`config.mk`:
```
export PLATFORM = sky130hd
export DESIGN_NAME = duart_rx_channel
export DESIGN_NICKNAME = d
export VERILOG_FILES = /design/src/rtl/duart_rx_channel.sv
export SDC_FILE = /design/constraint.sdc
export NUM_CORES = 1
export LEC_CHECK = 0
export CORE_UTILIZATION = 40
export DETAILED_ROUTE_END_ITERATION = 8
export PLACE_DENSITY_LB_ADDON = 0.15
export SYNTH_ARGS = -nofsm -noshare
export SYNTH_HDL_FRONTEND = slang
export SYNTH_SLANG_ARGS = --single-unit
```
`constraint.sdc`:
```
create_clock -name clk -period 3.5 [get_ports clk]
set_input_delay 0.7 -clock clk [delete_from_list [all_inputs] [get_ports clk]]
set_output_delay 0.7 -clock clk [all_outputs]
set_load 0.005 [all_outputs]
```
`src/rtl/duart_rx_channel.sv`:
```
// rtl/duart_rx_channel.sv - DUART receive channel: 8N1 deframer with majority sampling and status FIFO
module duart_rx_channel #(
   parameter int CLKS_PER_BIT = 434,
   parameter int FIFO_DEPTH   = 4
) (
   input  logic       clk,
   input  logic       reset,
   input  logic       rx_enable,
   input  logic       rxd,
   input  logic       pop,
   input  logic       err_reset,
   output logic [7:0] rx_data,
   output logic       rx_fe,
   output logic       rx_rdy,
   output logic       ffull,
   output logic       overrun
);

   localparam int CW = $clog2(CLKS_PER_BIT + 1);
   localparam int PW = (FIFO_DEPTH > 1) ? $clog2(FIFO_DEPTH) : 1;
   localparam int NW = PW + 1;
   localparam logic [CW-1:0] HALF  = CW'(CLKS_PER_BIT / 2);
   localparam logic [CW-1:0] LAST  = CW'(CLKS_PER_BIT - 1);
   localparam logic [NW-1:0] DEPTH = NW'(FIFO_DEPTH);

   typedef enum logic [2:0] {IDLE, START, DATA, STOP, BRK} state_t;

   state_t          state_q;
   logic            rs1_q, rs_q;
   logic [1:0]      hist_q;
   logic [CW-1:0]   cnt_q;
   logic [2:0]      idx_q;
   logic [7:0]      shift_q;

   logic [8:0]      mem_q [FIFO_DEPTH];
   logic [PW-1:0]   wr_ptr_q, wr_ptr_d, rd_ptr_q, rd_ptr_d;
   logic [NW-1:0]   count_q, count_d;
   logic [7:0]      rx_data_q;
   logic            rx_fe_q, rx_rdy_q, ffull_q, overrun_q, overrun_d;
   logic [8:0]      head_d;

   logic            maj, fall, push, pop_ok, push_ok, ovr_set, full;
   logic [8:0]      push_word;

   // hist_q[0] holds rs from the previous cycle, hist_q[1] from two cycles back
   always_comb begin
      maj       = (rs_q & hist_q[0]) | (rs_q & hist_q[1]) | (hist_q[0] & hist_q[1]);
      fall      = hist_q[0] & ~rs_q;
      push      = rx_enable && (state_q == STOP) && (cnt_q == LAST);
      push_word = {~maj, shift_q};
   end

   always_ff @(posedge clk or negedge reset) begin
      if (!reset) begin
         rs1_q   <= 1'b1;
         rs_q    <= 1'b1;
         hist_q  <= 2'b11;
         state_q <= IDLE;
         cnt_q   <= '0;
         idx_q   <= '0;
         shift_q <= '0;
      end else begin
         rs1_q  <= rxd;
         rs_q   <= rs1_q;
         hist_q <= {hist_q[0], rs_q};
         if (!rx_enable) begin
            state_q <= IDLE;
         end else begin
            case (state_q)
               IDLE: begin
                  if (fall) begin
                     state_q <= START;
                     cnt_q   <= '0;
                  end
               end
               START: begin
                  if (cnt_q == HALF) begin
                     cnt_q <= '0;
                     idx_q <= '0;
                     state_q <= maj ? IDLE : DATA;
                  end else begin
                     cnt_q <= cnt_q + 1'b1;
                  end
               end
               DATA: begin
                  if (cnt_q == LAST) begin
                     cnt_q          <= '0;
                     shift_q[idx_q] <= maj;
                     if (idx_q == 3'd7) state_q <= STOP;
                     else               idx_q   <= idx_q + 1'b1;
                  end else begin
                     cnt_q <= cnt_q + 1'b1;
                  end
               end
               STOP: begin
                  if (cnt_q == LAST) begin
                     cnt_q   <= '0;
                     state_q <= maj ? IDLE : BRK;
                  end else begin
                     cnt_q <= cnt_q + 1'b1;
                  end
               end
               BRK: begin
                  if (rs_q) state_q <= IDLE;
               end
               default: state_q <= IDLE;
            endcase
         end
      end
   end

   // A pop on an empty FIFO is dropped, so a same-cycle push into an empty FIFO wins
   always_comb begin
      full     = (count_q == DEPTH);
      pop_ok   = pop && (count_q != '0);
      push_ok  = push && (!full || pop_ok);
      ovr_set  = push && full && !pop_ok;
      wr_ptr_d = push_ok ? wr_ptr_q + PW'(1) : wr_ptr_q;
      rd_ptr_d = pop_ok  ? rd_ptr_q + PW'(1) : rd_ptr_q;
      count_d  = count_q + NW'(push_ok) - NW'(pop_ok);
      head_d   = 9'h000;
      if (count_d != '0) begin
         if (push_ok && (count_q == '0)) head_d = push_word;
         else                            head_d = mem_q[rd_ptr_d];
      end
      overrun_d = overrun_q;
      if (err_reset) overrun_d = 1'b0;
      if (ovr_set)   overrun_d = 1'b1;
   end

   always_ff @(posedge clk) begin
      if (push_ok) mem_q[wr_ptr_q] <= push_word;
   end

   always_ff @(posedge clk or negedge reset) begin
      if (!reset) begin
         wr_ptr_q  <= '0;
         rd_ptr_q  <= '0;
         count_q   <= '0;
         rx_data_q <= '0;
         rx_fe_q   <= 1'b0;
         rx_rdy_q  <= 1'b0;
         ffull_q   <= 1'b0;
         overrun_q <= 1'b0;
      end else begin
         wr_ptr_q  <= wr_ptr_d;
         rd_ptr_q  <= rd_ptr_d;
         count_q   <= count_d;
         rx_data_q <= head_d[7:0];
         rx_fe_q   <= head_d[8];
         rx_rdy_q  <= (count_d != '0);
         ffull_q   <= (count_d == DEPTH);
         overrun_q <= overrun_d;
      end
   end

   assign rx_data = rx_data_q;
   assign rx_fe   = rx_fe_q;
   assign rx_rdy  = rx_rdy_q;
   assign ffull   = ffull_q;
   assign overrun = overrun_q;

endmodule
```
After elaboration in Yosys (flattened, before gate mapping)
Memory sizes are Yosys's and may differ from the RTL's.
Cells that the tools add are included.
W data, S select, Z words.

operators by class
  $lt $le $gt $ge = 2
  mux-type cells = 28
  $add $sub $neg = 6
  reduce and logical (&&, ||, !) cells = 23
  bitwise logic cells = 8
  equal/unequal tests = 19

operators by type and width
  kind                   count
  $mux W9                5
  $mux W3                11
  $pmux W9 S3            1
  $ne A3 B3 Y1 const B   5
  $pmux W3 S5            1
  $eq A3 B3 Y1 const B   4
  $add A9 B1 Y9 const B  1
  $eq A9 B8 Y1 const B   1
  $eq A9 B9 Y1 const B   1
  $reduce_bool A3 Y1     3
  $bwmux W8              1
  $logic_and A1 B1 Y1    8
  $ne A2 B2 Y1 const B   4
  $eq A3 B2 Y1 const B   2
  $logic_not A3 Y1       2
  $pmux W3 S2            1
  $reduce_and A3 Y1      2
  $reduce_and A6 Y1      1
  $mux W1                5
  $reduce_and A5 Y1      1
  $add A2 B1 Y2 const B  2
  $and A1 B1 Y1          4
  $lt A3 B4 Y1 const B   1
  $mux W2                2
  13 further kinds       17

storage, ports and cells
  memories = 1
  register bits = 46
  input bits = 6
  bits in writable memories = 36
  word-level logic and storage cells = 102

memories
  name   words  width  read ports  clocked after Yosys merged registers in  write ports  line  source
  mem_q  4      9      1           0                                        1            35    logic [8:0] mem_q [FIFO_DEPTH];

Logic depth before layout (Yosys ltp)
Gate-level depths: netlist of run 1.

  depth in word-level cells = 8
  depth in mapped cells = 18

Worst setup path after synthesis of run 1
OpenSTA, ideal clock, no wires.

  path kind = input-to-reg
  start point = in pop
  end point = reg rx_fe_q, in the netlist rx_fe
  stages on the path = 15
  setup slack = -0.115 ns
  library setup time = 0.130 ns
  arrival = 3.484 ns
  path buffers = 3
  cells stage by stage = or4b_1 > and3_1 > clkbuf_1 > inv_1 > ha_1 > inv_1 > ha_1 > fa_1 > xnor3_2 > or3_1 > buf_2 > nor2b_4 > buf_6 > a2bb2oi_2 > o21ai_1

between the ends
  longest elaborated chain between the ends = 7
  elaborated cells on any way between the ends = 11

ends and longest elaborated chain
  element                  line  source
  from (decl)              10    input logic pop,
  $logic_and A1 B1 Y1 (*)  115   pop_ok = pop && (count_q != '0);
  $logic_or A1 B1 Y1       116   push_ok = push && (!full || pop_ok);
  $logic_and A1 B1 Y1      116
  $add A3 B1 Y3            120   count_d = count_q + NW'(push_ok) - NW'(pop_ok);
  $sub A3 B1 Y3 (*)        120
  net count_d[2]           37    logic [NW-1:0] count_q, count_d;
  $reduce_bool A3 Y1 (*)   122   if (count_d != '0) begin
  $mux W9 (*)              122
  net head_d[8]            40    logic [8:0] head_d;
  to (signal assigned)     150   rx_fe_q <= head_d[8];
  to (decl)                39    logic rx_fe_q, rx_rdy_q, ffull_q, overrun_q, overrun_d;

Mark *: on every way through the listed nets, which the timed path passes. The rest lies on a longest branch.
A chain may end at the register's enable or synchronous reset.

Worst setup path in the final report of run 1
  start point = in rx_enable
  end point = reg rx_data_q[6], in the netlist rx_data[6]

between the ends
  longest elaborated chain between the ends = 7
  elaborated cells on any way between the ends = 9

ends and longest elaborated chain
  element                            line  source
  from (decl)                        8     input logic rx_enable,
  $logic_and A1 B1 Y1 (2 in series)  49    push = rx_enable && (state_q == STOP) && (cnt_q == LAST);
  $logic_and A1 B1 Y1                116
  $add A3 B1 Y3                      120
  $sub A3 B1 Y3                      120
  net count_d[2]                     37
  $reduce_bool A3 Y1                 122
  $mux W9                            122
  net head_d[6]                      40
  to (signal assigned)               149   rx_data_q <= head_d[7:0];
  to (decl)                          38    logic [7:0] rx_data_q;

The timed path passes the listed nets, and every way through them passes these cells.

==> results of run 1 <==
==> layout by cell type (no fill, tap or decap), drive strengths merged, types with 3 or more instances in the layout <==
master / netlist / routed
clkdlybuf4s50: 0 / 15
dfstp: 4 / 4
nor3b: 4 / 4
nor3: 3 / 3
a22o: 8 / 8
ha: 10 / 10
inv: 13 / 17
buf: 3 / 12
nand2: 14 / 14
o21ai: 12 / 12
dfrtp: 42 / 42
nand3b: 3 / 3
nor2b: 9 / 9
and2: 5 / 5
o31ai: 3 / 3
nand3: 5 / 5
mux2i: 19 / 19
nor2: 5 / 5
clkbuf: 7 / 9
mux2: 9 / 9
edfxtp: 36 / 36
o221ai: 8 / 8
and3: 8 / 8
==> report_power, final <==
group,internal (W),switching [W]
combinational,0.000480,0.000462
sequential,0.00107,0.0000773
clock,0.000341,0.000373
total,0.00189,0.000913
==> worst max-delay path: cells and delay by family <==
family,cells,cell delay [ns]
fa+ha+maj,3,0.78
xor+xnor,1,0.24
buf+inv,4,0.71
simple gates,4,1.01
compound gates,1,0.12
==> kinds of logic (layout without fill, tap and decap cells) <==
kind of cell               after synthesis  count (layout)
DFF                                     82              82
and+or+nand+nor                         74              74
AOI/OAI and AO/OA                       41              41
muxes                                   28              28
buffers and inverters                   23              57
adders and majority gates               12              12
xor gates and xnor gates                 5               5
==> path summary, 6_finish.rpt <==
kind | endpoint | slack (ns) | cells after the start
worst max-delay path | rx_data[6]$_DFF_PN0_ | 0.16 | 13
worst min-delay path | rs_q$_DFF_PN1_ | 0.36 | 0
worst max register to register | rx_data[6]$_DFF_PN0_ | 0.23 | 15
worst min register to register | rs_q$_DFF_PN1_ | 0.36 | 0
max in group asynchronous | cnt_q[0]$_DFFE_PN0P_ | 2.29 | 1
min in group asynchronous | rx_data[1]$_DFF_PN0_ | 0.53 | 1
==> synthesized netlist by cell type (2+ instances only) <==
| master | instances |
|---|---|
| o21ai_1 | 5 |
| o21ai_0 | 7 |
| mux2i_1 | 19 |
| and4b_2 | 2 |
| o32ai_1 | 2 |
| nor2b_1 | 8 |
| or3b_1 | 2 |
| nor3_1 | 3 |
| dfrtp_1 | 42 |
| a21o_1 | 2 |
| ha_1 | 10 |
| nand4bb_1 | 2 |
| o31ai_1 | 2 |
| edfxtp_1 | 36 |
| clkbuf_1 | 7 |
| nand4b_1 | 2 |
| nand3b_1 | 3 |
| o221ai_1 | 8 |
| nand3_1 | 5 |
| and3_1 | 8 |
| mux2_1 | 2 |
| and2_1 | 5 |
| nor2_1 | 5 |
| or3_1 | 2 |
| dfstp_2 | 4 |
| a22o_1 | 8 |
| nand2b_1 | 2 |
| nor3b_1 | 4 |
| xnor2_1 | 2 |
| inv_1 | 12 |
| nand4_1 | 2 |
| nand2_1 | 14 |
| buf_6 | 2 |
| mux2_2 | 7 |
| o311ai_0 | 2 |
==> per-stage QoR <==
| stage | cells | hold slack [ns] | util | setup slack (ns) |
|---|---|---|---|---|
| 6_report | 407 | 0.3616 | 0.4814 | 0.1600 |
| 5_1_grt | 407 | 0.3660 | 0.4814 | 0.01828 |
| 3_3_place_gp | 391 | 0.3477 | 0.4560 | -0.2050 |
| 4_1_cts | 407 | 0.3635 | 0.4793 | 0.05654 |
| 3_5_place_dp | 391 | 0.3498 | 0.4560 | -0.3167 |
| 2_1_floorplan | 265 | 0.3452 | - | 0.06161 |
==> flip-flops by register name (all words and copies together) (netlist names), 2 cells and up <==
register and count:
wr_ptr_q 2, mem_q 36, cnt_q 9, count_q 3
rd_ptr_q 2, state_q 3, rx_data 8, idx_q 3
hist_q 2, shift_q 8
==> area by class of cell <==
cell class / count / area [sq um]
clock buffer: 9 / 123.9
clock inverter: 7 / 81.33
fill: 810 / 4567
inverter: 13 / 48.80
multi-input combinational: 160 / 1338
sequential: 82 / 2237
tap: 108 / 135.1
timing repair buffer: 28 / 275.3
==> routing by layer <==
metal  routed length, um  vias up
met5                   0        -
met4                 129        0
met3                 185       10
met2                2926       27
met1                3277     1013
li1                    -     1049
==> flow_summary_export.csv, run 1 <==
group,metric,value,unit
outcome,status,"finished, violations left",
outcome,violations,"design-rule violations",
floorplanning,start_util,0.4155,
power_and_ir_drop,cellPowerDensity,662.3,nW/um^2
logic_synthesis,synth_top_area_cell,"edfxtp_1",
global_route,grt_max_degree,47,
cts,cts_root_buf,"clkbuf_8",
power_and_ir_drop,total_power,0.002807,W
cts,cts_setup_buffers,0,
run,max_cap_violations,0,
critical_path,slowest_delay,0.48,ns
logic_synthesis,yosys.area_share.adder,0.04241,
cts,cts.htree.levels,3,
logic_synthesis,synth-xor-area-share,0.02120,
floorplanning,die_width,97.64,um
route,dr.pass1.iters,6,
cts,clock_sinks,82,
timing,finalCriticalPeriod,3.340,ns
power_and_ir_drop,ir_worst_vdd,0.2784,mV
route,num_vias,2099,
logic_synthesis,ys_warn_count,0,
logic_synthesis,synth_top_family_by_area,"simple AND/OR/NAND/NOR gates",
logic_synthesis,yosysUniqueCellTypes,52,
place,placed_area,4015,sq um
global_route,overflow,0,
finish,area_growth_syn_to_layout,15.87,%
logic_synthesis,synthTopCellsByArea,"edfxtp_1, dfrtp_1, mux2i_1",
critical_path,crit_chain,"clkdlybuf4s50_1 -> and4b_2 -> and3_1 -> inv_1 -> ha_1 -> inv_1 -> ha_1 -> fa_2 -> xnor3_2 -> or3_4 -> nand3b_1 -> buf_12 -> o221ai_1",
logic_synthesis,yosys-mux-area-fraction,0.07969,
place,gp_congestion,0.7673,
route,routed_wl,6519,um
min_path,hp-class,"reg -> reg",
route,vias_per_cell,5.157,
logic_synthesis,syn_area,3659,sq um
cts,clkTransAtPathRegs,0.09,ns
timing,relSlewSlack,0.2760,
global_route,grt_pass1_vias,2049,
route,drc,4,
timing,fin_crit_sh,0.9543,
timing,setup_tns,0,ns
critical_path,reg2reg_from,"cnt_q[1]$_DFFE_PN0P_",
finish,final_layout_size_suffix_gt1_frac,0.1773,
global_route,use_met1,0.2038,
floorplanning,die_area,9533,sq um
global_route,antenna_found_initial,0,
route,drtIter0Drc,60,
place,io_buffers,17,
logic_synthesis,avgSynthCellArea,13.81,sq um
route,final_antenna_net_count,0,
timing,finalSetupViolations,0,
critical_path,crit_fanout,9,
global_route,gr-usage-met3,0.03525,
finish,antennaDiodeCount,0,
timing,rsz0062_at_grt,"no",
critical_path,crit_type,"in -> reg",
critical_path,cp_slowest_cell,"clkdlybuf4s50_1",
cts,cts_tree,"yes",
logic_synthesis,netlist.area_leader.share,0.2955,
global_route,grt_pass1_wl,10800,um
finish,finish.instance_area,4239,sq um
power_and_ir_drop,leakage,1.843,nW
floorplanning,io_pins,18,
timing,max_slew.worst_pin.slew,1.086,ns
critical_path,critPathArrivalTime,3.57,ns
timing,final_hold_viol_count,0,
floorplanning,num_rows,34,
global_route,track_usage,0.1490,
logic_synthesis,syn_nets,282,
cts,cts_hold_buf,0,
logic_synthesis,synthCells,265,
cts,cts_resized,0,
logic_synthesis,synth_edf_count,36,
logic_synthesis,ys.flop_type,"dfrtp_1",
cts,clock_path_buffers,2,
timing,finalClockSkew,0.01098,ns
timing,fmax,299.4,MHz
logic_synthesis,synth-async-reset-ratio,0.5610,
timing,drv_slew,0,
logic_synthesis,synth_compound_area_frac,0.08858,
place,place_hpwl,4412,um
critical_path,startpoint,"rx_enable",
critical_path,end_kind,"flip-flop",
global_route,grt-busiest-layer,"met2",
floorplanning,core,8806,sq um
critical_path,critPathLaunchType,"primary input",
critical_path,cp.required,3.73,ns
floorplanning,chipHeight,97.64,um
logic_synthesis,seq_area_frac_synth,0.6115,
logic_synthesis,yosys.area_share.simple,0.1286,
route,avgRoutedWirePerCell,16.02,um
cts,clkLatencyLatePin,0.36,ns
finish,fin_nets,311,
logic_synthesis,ys_ff_latch,82,
cts,numCtsBuffers,9,
min_path,min_from,"rs1_q$_DFF_PN1_",
global_route,met2_usage,0.2237,
(Power assumes the default switching activity.)
==> run 2, diff against run 1 <==
CORE_ASPECT_RATIO = 0.7   (was default)
DONT_BUFFER_PORTS = 1   (was default)
GPL_ROUTABILITY_DRIVEN = 1   (was default)
==> flow_summary_export.csv, run 2 (synthesis results as in run 1) <==
group,metric,value,unit
outcome,status,"complete, no violations",
finish,final_common_cell,"dfrtp_1",
finish,area_growth_syn_to_layout,13.71,%
timing,fmax,308.2,MHz
critical_path,cp.required,3.69,ns
route,drc,0,
finish,fin_nets,294,
route,avgRoutedWirePerCell,17.50,um
timing,final_hold_viol_count,0,
place,placed_area,3825,sq um
timing,finalCriticalPeriod,3.245,ns
floorplanning,die_area,9539,sq um
critical_path,crit_fanout,9,
power_and_ir_drop,swShare,0.3064,
finish,final_layout_size_suffix_gt1_frac,0.1702,
route,wl_met3,305,um
global_route,grt_pass1_vias,2011,
route,routed_wl,7034,um
critical_path,crit_family,"simple AND/OR/NAND/NOR gates",
critical_path,critPathLaunchType,"flip-flop",
critical_path,crit_chain,"inv_1 -> ha_1 -> nand4b_1 -> nor2_2 -> and3_1 -> inv_1 -> ha_1 -> inv_1 -> ha_1 -> fa_2 -> xnor3_2 -> or3_1 -> nand3b_1 -> buf_4 -> o221ai_1",
finish,register_area,2237,sq um
power_and_ir_drop,leakage,1.806,nW
finish,final_cell_mix,"dfrtp_1, edfxtp_1, mux2i_1",
route,final_antenna_net_count,0,
timing,fin_crit_sh,0.9271,
critical_path,end_kind,"flip-flop",
power_and_ir_drop,p_int,0.002060,W
power_and_ir_drop,cellPowerDensity,713.8,nW/um^2
critical_path,cp_slowest_cell,"dfrtp_1",
cts,clkTransAtPathRegs,0.06,ns
cts,clock_sinks,82,
route,vias_per_cell,5.264,
cts,numCtsBuffers,9,
critical_path,cp_num_buf_inv,4,
finish,finish.instance_area,4160,sq um
min_path,hp-class,"in -> async",
timing,whs,0.05844,ns
floorplanning,io_pins,18,
place,place_hpwl,4762,um
power_and_ir_drop,comb_power_share,0.274,
cts,cts_hold_buf,0,
timing,max_slew.worst_pin.slew,0.8623,ns
cts,clock_path_buffers,2,
global_route,antenna_found_initial,0,
finish,max_flop_register,"mem_q",
route,wl_met1,3665,um
run,max_cap_violations,0,
power_and_ir_drop,ir_worst_vdd,0.2372,mV
place,io_buffers,0,
timing,rsz0062_at_grt,"no",
global_route,track_usage,0.1648,
finish,nFillCells,785,
cts,clkLatencyLatePin,0.34,ns
global_route,overflow,0,
cts,cts_root_buf,"clkbuf_16",
route,dr_wl_met2,3016,um
route,routed.top_layer,"met4",
cts,cts.htree.levels,3,
power_and_ir_drop,p_switching,0.0009097,W
finish,multi_input_area,1324,sq um
floorplanning,chipHeight,82.02,um
power_and_ir_drop,p_clk_frac,0.338,
timing,finalClockSkew,0.008075,ns
cts,cts_tree,"yes",
global_route,grt_max_degree,47,
critical_path,critPathArrivalTime,3.44,ns
timing,relSlewSlack,0.4242,
timing,drv_slew,0,
finish,antennaDiodeCount,0,
route,drtIter0Drc,91,
route,num_vias,2116,
floorplanning,core,8653,sq um
floorplanning,num_rows,28,
power_and_ir_drop,p_seq_frac,0.388,
global_route,grt_pass1_wl,11180,um
place,gp_congestion,0.7170,
floorplanning,die_width,116.3,um
critical_path,crit_type,"reg -> reg",
finish,largestRegisters,"mem_q: 36 flops, cnt_q: 9 flops",
timing,finalSetupViolations,0,
finish,largest_reg_flops,36,
critical_path,slowest_delay,0.39,ns
floorplanning,start_util,0.4228,
timing,setup_tns,0,ns
route,dr.pass1.iters,4,
==> run 2: per-stage QoR <==
stage | setup slack, ns | instances | util | total power [W]
floorplan | 0.06161 | 265 | - | 0.001750
global placement | 0.1578 | 384 | 0.4420 | 0.001973
detailed placement | 0.09883 | 384 | 0.4420 | 0.001984
CTS | 0.1084 | 400 | 0.4787 | 0.003000
global route | 0.04548 | 402 | 0.4808 | 0.003119
finish | 0.2552 | 402 | 0.4808 | 0.002969
==> run 2: final timing paths <==
path | start | end | slack, ns | cells after the start
worst max-delay path | cnt_q[1]$_DFFE_PN0P_ | rx_data[1]$_DFF_PN0_ | 0.26 | 15
worst min-delay path | reset | count_q[0]$_DFF_PN0_ | 0.06 | 0
worst max register to register | cnt_q[1]$_DFFE_PN0P_ | rx_data[1]$_DFF_PN0_ | 0.26 | 15
worst min register to register | rs1_q$_DFF_PN1_ | rs_q$_DFF_PN1_ | 0.35 | 0
max in group asynchronous | reset | hist_q[1]$_DFF_PN1_ | 3.27 | 0
min in group clk | rs1_q$_DFF_PN1_ | rs_q$_DFF_PN1_ | 0.35 | 0
==> run 2: metal layers <==
metal,vias up,track usage
li1,1017,-
met1,1065,0.2351
met2,28,0.2314
met3,6,0.06199
met4,0,0.04615
met5,-,0
==> run 2: repair_timing <==
action / in CTS / in global routing
endpoints found under the setup margin: 0 / 9
buffers inserted: 0 / 2
resized for setup: 0 / 1
==> run 2: power groups by stage <==
stage	combinational [W]	clock (W)	sequential [W]
2_1_floorplan	0.000593	0	0.00116
3_3_place_gp	0.000802	0	0.00117
3_5_place_dp	0.000811	0	0.00117
4_1_cts	0.000819	0.00103	0.00115
5_1_grt	0.000889	0.00107	0.00116
6_report	0.000813	0.00100	0.00115
==> run 2: final cells by class <==
class | count | area share
Inverter | 13 | 0.01173
Clock buffer | 9 | 0.05414
Timing Repair Buffer | 11 | 0.01985
Clock inverter | 7 | 0.02226
Tap cell | 120 | 0.03609
Sequential cell | 82 | 0.5377
Multi-Input combinational cell | 160 | 0.3182
